===== config.mk =====
export PLATFORM = sky130hd
export DESIGN_NAME = cr_kme_fifo_arb
export DESIGN_NICKNAME = d
export VERILOG_FILES = /design/src/rtl/cr_kme_fifo_arb.sv
export SDC_FILE = /design/constraint.sdc
export NUM_CORES = 1
export LEC_CHECK = 0
export BUFFER_PORTS_ARGS = -buffer_cell sky130_fd_sc_hd__clkbuf_2
export CORE_AREA = 3 3 267 269
export CTS_BUF_LIST = sky130_fd_sc_hd__clkbuf_8
export DETAILED_ROUTE_END_ITERATION = 10
export DIE_AREA = 0 0 270 272
export GPL_TIMING_DRIVEN = 0
export PLACE_DENSITY = 0.37
export SLEW_MARGIN = 20
export SYNTH_ARGS = -nofsm -noshare
export SYNTH_HDL_FRONTEND = slang
export SYNTH_SLANG_ARGS = --single-unit

===== constraint.sdc =====
create_clock -name clk -period 2.85 [get_ports clk]
set_input_delay 0.7125 -clock clk [delete_from_list [all_inputs] [get_ports clk]]
set_output_delay 0.7125 -clock clk [all_outputs]
set_load 0.05 [all_outputs]

===== src/rtl/cr_kme_fifo_arb.sv =====
// rtl/cr_kme_fifo_arb.sv - packet-atomic round-robin arbiter feeding the shared KME FIFO
//
// Purpose:
//   Selects one of N_REQ requesters round-robin and forwards its packet
//   beat by beat into the shared KME FIFO. A packet keeps the grant until its
//   last beat, or until MAX_BEATS beats have been moved (truncation). One idle
//   cycle of arbitration precedes every packet.
//
// Ports:
//   clk, rst          clock, synchronous active-high reset
//   arb_en            permits new grants (an in-flight packet always completes)
//   req_valid/last    per-requester beat valid / end-of-packet marker
//   req_data          per-requester beats, requester i at [DATA_SIZE*i +: DATA_SIZE]
//   req_ready         one-hot beat-accept strobe back to the granted requester
//   fifo_in(_valid)   write data / write enable toward the FIFO
//   fifo_in_stall     FIFO full; no beat moves while high
//   fifo_overflow     FIFO overflow pulse, captured into err_ovf
//   err_clr           clears err_len and err_ovf (a coincident set wins)
//   grant_active      high while a packet grant is held
//   grant_id          current or most recent granted requester
//   pkt_cnt           completed packets, wraps at 2^16
//   err_len, err_ovf  sticky truncation / overflow flags

module cr_kme_fifo_arb #(
  parameter int N_REQ     = 4,
  parameter int DATA_SIZE = 128,
  parameter int MAX_BEATS = 64
) (
  input  logic                         clk,
  input  logic                         rst,
  input  logic                         arb_en,
  input  logic [N_REQ-1:0]             req_valid,
  input  logic [N_REQ-1:0]             req_last,
  input  logic [N_REQ*DATA_SIZE-1:0]   req_data,
  output logic [N_REQ-1:0]             req_ready,
  output logic [DATA_SIZE-1:0]         fifo_in,
  output logic                         fifo_in_valid,
  input  logic                         fifo_in_stall,
  input  logic                         fifo_overflow,
  input  logic                         err_clr,
  output logic                         grant_active,
  output logic [$clog2(N_REQ)-1:0]     grant_id,
  output logic [15:0]                  pkt_cnt,
  output logic                         err_len,
  output logic                         err_ovf
);

  localparam int IDW = $clog2(N_REQ);

  typedef enum logic {
    IDLE = 1'b0,
    BUSY = 1'b1
  } state_e;

  state_e          state_q;
  logic [IDW-1:0]  grant_id_q;
  logic [IDW-1:0]  last_grant_q;
  logic [7:0]      beat_cnt_q;
  logic [15:0]     pkt_cnt_q;
  logic            grant_active_q;
  logic            err_len_q, err_len_d;
  logic            err_ovf_q, err_ovf_d;

  logic            found;
  logic [IDW-1:0]  pick;
  logic [IDW-1:0]  idx;
  logic            xfer;
  logic            beat_at_max;
  logic            pkt_end;
  logic            trunc;

  // Round-robin search starting just after the previous grant, with wrap.
  always_comb begin
    found = 1'b0;
    pick  = '0;
    idx   = '0;
    for (int k = 1; k <= N_REQ; k++) begin
      idx = IDW'((int'(last_grant_q) + k) % N_REQ);
      if (!found && req_valid[idx]) begin
        found = 1'b1;
        pick  = idx;
      end
    end
  end

  // The beat path is combinational so the FIFO sees data with zero latency;
  // reset gates it so nothing is written or acknowledged during reset.
  assign xfer        = (state_q == BUSY) & ~rst & req_valid[grant_id_q] & ~fifo_in_stall;
  assign beat_at_max = (beat_cnt_q == 8'(MAX_BEATS - 1));
  assign pkt_end     = xfer & (req_last[grant_id_q] | beat_at_max);
  assign trunc       = xfer & ~req_last[grant_id_q] & beat_at_max;

  assign fifo_in_valid = xfer;
  assign req_ready     = xfer ? (N_REQ'(1) << grant_id_q) : '0;
  assign fifo_in       = req_data[grant_id_q * DATA_SIZE +: DATA_SIZE];

  // Sticky flags: a set in the same cycle as err_clr takes priority.
  assign err_len_d = trunc | (err_len_q & ~err_clr);
  assign err_ovf_d = fifo_overflow | (err_ovf_q & ~err_clr);

  always_ff @(posedge clk) begin
    if (rst) begin
      state_q        <= IDLE;
      grant_id_q     <= '0;
      last_grant_q   <= IDW'(N_REQ - 1);  // requester 0 wins the first search
      beat_cnt_q     <= '0;
      pkt_cnt_q      <= '0;
      grant_active_q <= 1'b0;
      err_len_q      <= 1'b0;
      err_ovf_q      <= 1'b0;
    end else begin
      err_len_q <= err_len_d;
      err_ovf_q <= err_ovf_d;
      case (state_q)
        IDLE: begin
          if (arb_en && found) begin
            state_q        <= BUSY;
            grant_id_q     <= pick;
            beat_cnt_q     <= '0;
            grant_active_q <= 1'b1;
          end
        end
        BUSY: begin
          // arb_en is ignored here: an accepted packet always runs to its end.
          if (xfer) begin
            beat_cnt_q <= beat_cnt_q + 8'd1;
          end
          if (pkt_end) begin
            state_q        <= IDLE;
            last_grant_q   <= grant_id_q;
            pkt_cnt_q      <= pkt_cnt_q + 16'd1;
            grant_active_q <= 1'b0;
          end
        end
        default: begin
          state_q        <= IDLE;
          grant_active_q <= 1'b0;
        end
      endcase
    end
  end

  assign grant_active = grant_active_q;
  assign grant_id     = grant_id_q;
  assign pkt_cnt      = pkt_cnt_q;
  assign err_len      = err_len_q;
  assign err_ovf      = err_ovf_q;

endmodule


==> results of run 1 <==
## layout by cell type (no fill, tap or decap), drive strengths merged, types with 11 or more instances in the layout
cell,n
clkbuf,694
mux4,130
nand2,16
o31ai,11
dfxtp,32
nor2,13
a21oi,20
diode,27
buf,31
## path summary, 6_finish.rpt
kind / start / endpoint / cells past startpoint
worst max-delay path: grant_id[1] / fifo_in[85] / 4
worst max register to register: state_q / pkt_cnt[10] / 4
worst min-delay path: beat_cnt_q[7] / beat_cnt_q[7] / 1
worst min register to register: beat_cnt_q[7] / beat_cnt_q[7] / 1
## stage by stage
stage	cells	utilization [%]	cell area (µm²)
global placement	1965	13.57	9336
CTS	1973	13.94	9597
finish	2000	14.07	9684
floorplan	355	-	4773
detailed placement	1965	13.57	9339
global route	1987	14.02	9652
## cells by family (layout without fill, tap and decap cells)
group	count (synthesis)	in the layout
and+or+nand+nor	82	82
adders and majority gates	2	2
buffers and inverters	46	733
AOI/OAI and AO/OA	60	60
DFF	32	32
other	0	27
muxes	133	133
## metal layers
metal | vias up | share of wire, % | GRT usage [%]
met4 | 32 | 1.7 | 3.583
met1 | 3658 | 40 | 17.52
met3 | 82 | 14 | 8.580
met2 | 481 | 44 | 22.10
li1 | 3017 | - | -
met5 | - | 0.37 | 1.711
## registers in the layout, summed over array words and instances (netlist names)
register,count
grant_id,2
beat_cnt_q,8
err_ovf,1
state_q,1
grant_active,1
pkt_cnt,16
last_grant_q,2
err_len,1
## cell type report
| class | instances | area share, % |
|---|---|---|
| Antenna cell | 27 | 0.6977 |
| Clock inverter | 2 | 0.07752 |
| Sequential cell | 32 | 6.628 |
| Timing Repair Buffer | 679 | 35.37 |
| Tap cell | 931 | 12.03 |
| Buffer | 40 | 3.656 |
| Multi-Input combinational cell | 277 | 40.45 |
| Inverter | 6 | 0.2326 |
| Clock buffer | 6 | 0.8527 |
## power by group through the flow
stage          Sequential, µW  Clock (µW)  Combinational (µW)
2_1_floorplan             485           0                1320
3_3_place_gp              473           0                2140
3_5_place_dp              473           0                2150
4_1_cts                   464         377                2190
5_1_grt                   465         396                2280
6_report                  464         366                2180
==> summary.md, run 1 <==
| Metric | Value |
|---|---|
| Status | `complete, no violations` |
| Initial antenna violation count | `74` |
| Yosys reg bits | `32` |
| Final HPWL DP | `52.72 mm` |
| Pleak | `0.004314 µW` |
| DIE AREA | `73440 µm²` |
| Reg area | `641.9 µm²` |
| Final WS setup | `77.00 ps` |
| Final Hold Vio Count | `0` |
| Multi-input gate area | `3918 µm²` |
| Core Area | `68830 µm²` |
| Mux cell area share after synthesis | `62.25%` |
| Drt via density | `3.635` |
| Largest net degree at the start of global routing | `11` |
| Hold crit path type | `flip-flop to flip-flop` |
| EDFF count, synth | `0` |
| Simple-gate share of the synthesized area | `10.16%` |
| Worst IR drop on VDD | `0.1406 mV` |
| Asr flop ratio synth | `0%` |
| RePlAce Congestion | `1.062` |
| Adder-cell area share of the yosys netlist | `0.5265%` |
| Ys flop type | `dfxtp_1` |
| Post-CTS Repair Setup Buffers | `0` |
| Comb pwr share | `72.4%` |
| Overflow after GRT | `0` |
| Initial Utilization | `6.906%` |
| Main combinational cell family by area after synthesis | `multiplexers` |
| Peak Freq | `360.6 MHz` |
| Inserted Clock Buffers | `5` |
| TritonCTS clock tree | `built` |
| Most common cell in the netlist | `mux4_2` |
| Worst skew pair latency | `280 ps` |
| WHS | `475.8 ps` |
| Synth area leader | `mux4_2` |
| Root Driver | `clkbuf_8` |
| Crit-path slowest cell | `clkbuf_2` |
| Sink Count | `32` |
| Tcrit/Tclk final | `97.30%` |
| Final min period | `2773 ps` |
| Max-cap violations | `0` |
| Synth top area cells | `mux4_2, dfxtp_1, a21oi_1` |
| Final slew viol count | `0` |
| Tot GR Track Use | `14.61%` |
| XOR/XNOR share of the synthesized area | `0%` |
| Input/output buffers | `679` |
| Post-synth top area share | `61.60%` |
| Setup violations, final | `0` |
| Overall power | `3009 µW` |
| Sw Ratio | `51.98%` |
| Clock buffer depth | `2` |
| Crit Path Max Fanout | `10` |
| TNS Setup | `0 ps` |
| NetSw | `1564 µW` |
| Drt initial violations | `434` |
| CP Data Arrival Time | `2060 ps` |
| Worst Setup End Kind | `primary output` |
| Hold Buf Count CTS | `0` |
| Critical Path Start Type | `flip-flop` |
| Die Height | `272 µm` |
| Routed vias | `7270` |
| Rel. slew slack | `49.64%` |
| Synth unique cells | `54` |
| CP Buf/Inv Count | `3` |
| Power share of the clock group | `12.2%` |
| Setup slack, reg-to-reg | `750 ps` |
| DRC | `0` |
| Crit-path max cell delay | `460 ps` |
| PostCTS Resize Cnt | `59` |
| Critical Path RT | `2140 ps` |
| Post-DR wirelength/cell | `28.40 µm` |
| Slew @ Worst Pin | `747.2 ps` |
| Sequence of cells on the critical path | `buf_8 > clkbuf_2 > mux4_2 > buf_4` |
| Vias in the first global route | `7407` |
| Skew final | `7.032 ps` |
| P&R area growth vs syn | `103.7%` |
| Routed Antenna Nets | `0` |
| Synth warn | `0` |
| Nets@finish | `1569` |
| Post-synthesis compound-gate area fraction | `9.081%` |
| Unrepaired setup endpoints after global routing | `true` |
| Top cell family by delay on the critical path | `buffers and inverters` |
| Synthesized area per cell | `13.39 µm²` |
| Htree depth | `2` |
| Seq/Total Area, Yosys | `13.48%` |
| Drt total wl | `56.81 mm` |
| Reg power frac | `15.4%` |
| Pre-CTS setup slack | `-790.8 ps` |
| Post-synthesis net count | `883` |
| Die Span X | `270 µm` |
| Critical path class | `flip-flop to primary output` |
| I/O pin total | `680` |
| Row count | `96` |
| Internal power | `1445 µW` |
| Pwr Density | `310.7 nW/µm²` |
| Detailed Routing Iterations Pass 1 | `5` |
| Netlist Area Pre-Place | `4753 µm²` |
| Synth Instances | `355` |
| FILL cells | `7981` |
| Worst-path clk slew | `70 ps` |
| Most frequent cells after synthesis | `mux4_2, dfxtp_1, a21oi_1` |
| First-pass GRT wire length | `72.16 mm` |
| Share of layout cells above drive strength 1 | `83.11%` |
(Power assumes the default switching activity.)
==> run 2: changes to the inputs <==
Settings changed: HOLD_SLACK_MARGIN set to 0.05, PLACE_DENSITY 0.37 to 0.3, SKIP_LAST_GASP set to 1.
==> run 2 against run 1 <==
Net effect: non-clock buffer count is the same; die area is the same; power grew 1.6%; critical endpoint is now fifo_in_valid; combinational power is essentially flat; maximum frequency shrank 0.20%; worst hold slack lost 13 ps; register-to-register slack lost 60 ps; global-route usage grew 0.30 points; largest cell class unchanged; cell area grew 0.85%; setup slack lost 5.5 ps; critical path type unchanged.
==> summary.md, run 2 (synthesized netlist as in run 1, its figures left out) <==
| Metric | Value |
|---|---|
| Status | `complete, no violations` |
| Root Driver | `clkbuf_8` |
| Final min period | `2779 ps` |
| Design Area, Final | `9767 µm²` |
| CP Data Arrival Time | `2070 ps` |
| Largest net degree at the start of global routing | `11` |
| Commonest non-fill, non-tap cell in the layout | `clkbuf_2` |
| Tot GR Track Use | `14.90%` |
| Pre-CTS setup slack | `-700.5 ps` |
| Vias in the first global route | `7271` |
| Final WS setup | `71.47 ps` |
| Max reg flops | `16` |
| Drt via density | `3.525` |
| Final HPWL DP | `53.51 mm` |
| HP Start | `err_len` |
| FILL cells | `7967` |
| Post-CTS Repair Setup Buffers | `0` |
| Worst r2r src | `grant_id[0]` |
| Rel. slew slack | `52.92%` |
| Inserted Clock Buffers | `5` |
| TritonCTS clock tree | `built` |
| Die Height | `272 µm` |
| Internal power | `1478 µW` |
| Pwr Density | `313.0 nW/µm²` |
| I/O pin total | `680` |
| Unrepaired setup endpoints after global routing | `true` |
| Initial Utilization | `6.906%` |
| Core Area | `68830 µm²` |
| Routed vias | `7033` |
| Critical Path RT | `2140 ps` |
| Power share of the clock group | `12.7%` |
| Slew @ Worst Pin | `698.5 ps` |
| Post-DR wirelength/cell | `28.75 µm` |
| P&R area growth vs syn | `105.5%` |
| Crit-path slowest cell | `mux4_2` |
| Top cell family by delay on the critical path | `multiplexers` |
| Placed inst area | `9339 µm²` |
| Initial antenna violation count | `60` |
| Hold Buf Count CTS | `0` |
| Worst Setup End Kind | `primary output` |
| Crit Path Max Fanout | `10` |
| Peak Freq | `359.9 MHz` |
| Overflow after GRT | `0` |
| First-pass GRT wire length | `74.05 mm` |
| DRC | `0` |
| Skew final | `11.19 ps` |
| Nets@finish | `1569` |
| Crit-path max cell delay | `600 ps` |
| DIE AREA | `73440 µm²` |
| Pleak | `0.004328 µW` |
| Comb pwr share | `72.2%` |
| Final Hold Vio Count | `0` |
| Routed Antenna Nets | `0` |
| Htree depth | `2` |
| Worst IR drop on VDD | `0.1436 mV` |
| Max-cap violations | `0` |
| Input/output buffers | `679` |
| Drt initial violations | `435` |
| Hold crit path type | `flip-flop to flip-flop` |
| Critical path class | `flip-flop to primary output` |
| Sequence of cells on the critical path | `buf_6 > mux4_2 > nand2_2 > inv_2 > buf_2` |
| Worst-path clk slew | `70 ps` |
| Worst skew pair latency | `300 ps` |
| Row count | `96` |
| Crit. Startpoint | `grant_id[1]` |
| Drt total wl | `57.35 mm` |
| Share of layout cells above drive strength 1 | `83.11%` |
| Setup violations, final | `0` |
| Die Span X | `270 µm` |
| Final slew viol count | `0` |
| NetSw | `1579 µW` |
| Sink Count | `32` |
| RePlAce Congestion | `0.9762` |
| Most frequent cells in the layout | `clkbuf_2, mux4_2, dfxtp_1` |
| Reg power frac | `15.2%` |
| Clock buffer depth | `2` |
| CP Buf/Inv Count | `3` |
| Detailed Routing Iterations Pass 1 | `5` |
| Tcrit/Tclk final | `97.49%` |
| Critical Path Start Type | `flip-flop` |
| Sw Ratio | `51.66%` |
run 2: cell types whose count changed in the layout (fill, tap and decap cells not counted), sizes merged:
cell and delta:
inv -1, clkbuf -19, diode -5, buf +19, clkinvlp +1
run 2: metal layers:
layer	share of wire [%]	global-route usage, %
met3	11	5.849
met5	0.27	0
met1	40	18.66
met4	1.0	1.256
met2	47	25.11
run 2: final timing paths:
check / end / slack [ps] / cells after the start
worst max-delay path: fifo_in_valid / 70 / 5
worst min-delay path: err_len / 460 / 2
worst max register to register: state_q / 690 / 7
worst min register to register: err_len / 460 / 2
run 2: timing repair:
action / CTS / global route
setup endpoints to repair: 132 / 57
pin swaps: 0 / 0
resized for setup: 86 / 36
run 2: stage by stage:
step                      hold slack (ps)  TNS (ps)  instances  total power, µW  utilization [%]
final                               462.6         0       1995             3057            14.19
after CTS                           465.6    -58.25       1973             3109            14.09
after floorplan                     441.0    -87.44        355             1809                -
after global placement              455.8    -50930       1965             2635            13.57
after detailed placement            451.2    -43170       1965             2638            13.57
after global routing                497.5    -73.59       1977             3199            14.13
run 2: worst reg2reg max path, delay by kind of cell (launching register included):
family,cells,cell delay (ps)
AO/OA/AOI/OAI,2,470
buffers and inverters,3,590
flip-flops,1,390
multiplexers,1,560
AND/OR/NAND/NOR,1,70
run 2: power by group through the flow:
stage                     sequential (µW)  clock (µW)  combinational (µW)
after floorplan                       485           0                1320
after global placement                474           0                2160
after detailed placement              474           0                2160
after CTS                             465         407                2240
after global routing                  466         416                2320
final                                 464         387                2210
run 2: final cells by class:
cell class | instances | area [µm²] | area share [%]
plain buffers | 40 | 371.6 | 3.805
inverters | 6 | 22.52 | 0.2306
multi-input cells | 277 | 3918 | 40.11
repair buffers | 679 | 3500 | 35.83
clock buffers | 6 | 82.58 | 0.8455
diodes | 22 | 55.05 | 0.5637
flip-flops and latches | 32 | 641.9 | 6.572
well taps | 931 | 1165 | 11.93
clock inverters | 2 | 11.26 | 0.1153
==> run 3: changes to the inputs <==
Settings changed: CELL_PAD_IN_SITES_DETAIL_PLACEMENT set to 1, CELL_PAD_IN_SITES_GLOBAL_PLACEMENT set to 1, PLACE_DENSITY 0.3 to 0.39.
==> run 3 against run 2 <==
Net effect: first-iteration DRC count decreased by 16%; worst hold slack better by 11 ps; non-clock buffer count rose by 4; via count increased by 3.1%; critical endpoint is now fifo_in[38]; clock-buffer cell count decreased by 1; cell area up 0.46%; cell count up 0.15%; routed wire length increased by 7.4%.
==> summary.md, run 3 (synthesized netlist as in run 1, its figures left out) <==
| Metric | Value |
|---|---|
| Status | `complete, no violations` |
| Final min period | `2768 ps` |
| Worst skew pair latency | `300 ps` |
| Critical Path Start Type | `flip-flop` |
| Met2 routed wirelength | `28.23 mm` |
| Die Height | `272 µm` |
| Pleak | `0.004356 µW` |
| Pre-CTS setup slack | `-666.1 ps` |
| Setup violations, final | `0` |
| Hold depth | `2` |
| Root Driver | `clkbuf_8` |
| Detailed Routing Iterations Pass 1 | `6` |
| Drt total wl | `61.57 mm` |
| Final HPWL DP | `57.68 mm` |
| Routed Antenna Nets | `0` |
| Hold Buf Count CTS | `0` |
| RePlAce Congestion | `0.9542` |
| P&R area growth vs syn | `106.4%` |
| TritonCTS clock tree | `built` |
| Setup slack, reg-to-reg | `570 ps` |
| Worst r2r src | `grant_id[0]` |
| Crit. Startpoint | `grant_id[0]` |
| Core Area | `68830 µm²` |
| Final Hold Vio Count | `0` |
| NetSw | `1589 µW` |
| Final slew viol count | `0` |
| Initial antenna violation count | `91` |
| Commonest non-fill, non-tap cell in the layout | `clkbuf_2` |
| Sink Count | `32` |
| Uppermost layer routed | `met5` |
| Vias in the first global route | `7593` |
| Clock buffer depth | `2` |
| Routed vias | `7253` |
| Drt via density | `3.630` |
| Worst Setup End Kind | `primary output` |
| Sw Ratio | `51.96%` |
| Worst reg-to-reg path cell count | `8` |
| Skew final | `17.79 ps` |
| CP Data Arrival Time | `2060 ps` |
| Htree depth | `2` |
| Multi-input gate area | `3923 µm²` |
| Initial Utilization | `6.906%` |
| WL met3 | `7.711 mm` |
| Reg power frac | `15.2%` |
| Most frequent cells in the layout | `clkbuf_2, mux4_2, clkbuf_4` |
| Share of layout cells above drive strength 1 | `83.37%` |
| Comb pwr share | `72.5%` |
| Reg-to-Reg End | `state_q` |
| Rel. slew slack | `52.60%` |
| Internal power | `1469 µW` |
| Row count | `96` |
| Tcrit/Tclk final | `97.13%` |
| Hold crit path type | `flip-flop to flip-flop` |
| Drt initial violations | `364` |
| M1 WL | `24.09 mm` |
| Power share of the clock group | `12.4%` |
| Overflow after GRT | `0` |
| Tot GR Track Use | `15.98%` |
| Max-cap violations | `0` |
| First-pass GRT wire length | `78.07 mm` |
| Inserted Clock Buffers | `5` |
| Overall power | `3058 µW` |
| Peak Freq | `361.2 MHz` |
| WHS Endpoint | `err_len` |
| Final WS setup | `81.79 ps` |
| DRC | `0` |
| Crit Path Max Fanout | `10` |
| Pwr Density | `311.7 nW/µm²` |
| Post-DR wirelength/cell | `30.81 µm` |
| Critical path class | `flip-flop to primary output` |
| Worst IR drop on VDD | `0.1599 mV` |
| Unrepaired setup endpoints after global routing | `true` |
| Input/output buffers | `679` |
| HP Start | `err_len` |
| I/O pin total | `680` |
| Worst-path clk slew | `90 ps` |
| FILL cells | `8259` |
| Nets@finish | `1573` |
| Critical Path RT | `2140 ps` |
| Max reg flops | `16` |
| Slew @ Worst Pin | `703.3 ps` |
| Largest net degree at the start of global routing | `12` |
| DIE AREA | `73440 µm²` |
| Die Span X | `270 µm` |
| Reg area | `641.9 µm²` |
## run 3: stage by stage
stage | hold WS [ps] | util (%) | setup TNS [ps] | instance area [µm²] | std cells
final | 474.1 | 14.26 | 0 | 9812 | 1998
after global routing | 504.3 | 14.22 | -39.88 | 9784 | 1987
after CTS | 479.6 | 14.09 | -691.3 | 9701 | 1973
after detailed placement | 464.6 | 13.57 | -42850 | 9338 | 1965
after global placement | 458.8 | 13.57 | -55750 | 9336 | 1965
after floorplan | 441.0 | - | -87.44 | 4773 | 355
## run 3: worst max path at each step
stage	end	slack (ps)	cells past startpoint
floorplan	req_ready[2]	-90	5
global placement	fifo_in[42]	-1070	5
detailed placement	fifo_in[123]	-670	5
CTS	fifo_in[66]	-80	5
global route	fifo_in[1]	-10	5
finish	fifo_in[38]	80	5
## run 3: critical path, cell delays in order, from the launching register on
cell and delay (ps):
dfxtp_2 380, buf_12 160, clkbuf_16 200, buf_6 190, mux4_2 550, clkbuf_4 240
## run 3: repair_timing
action	4_1_cts	5_1_grt
setup endpoints to repair	133	91
buffers inserted	0	4
gates resized for setup	105	20
## run 3: metal layers
layer,vias up,track usage [%]
met5,-,0
met4,46,4.154
met3,110,8.606
met2,507,25.41
met1,3575,18.74
li1,3015,-
## run 3: final cells by class
cell class                 count  share of cell area, %
buffer                        40                  3.622
tap                          931                  11.87
sequential                    32                  6.542
timing repair buffer         683                  36.33
antenna                       21                 0.5356
clock inverter                 3                 0.1913
inverter                       6                 0.2295
clock buffer                   5                 0.7014
multi-input combinational    277                  39.98
## run 3: power groups by stage
stage	sequential [µW]	combinational (µW)	clock [µW]
after floorplan	485	1320	0
after global placement	474	2150	0
after detailed placement	474	2160	0
after CTS	465	2230	396
after global routing	466	2330	415
final	464	2220	378
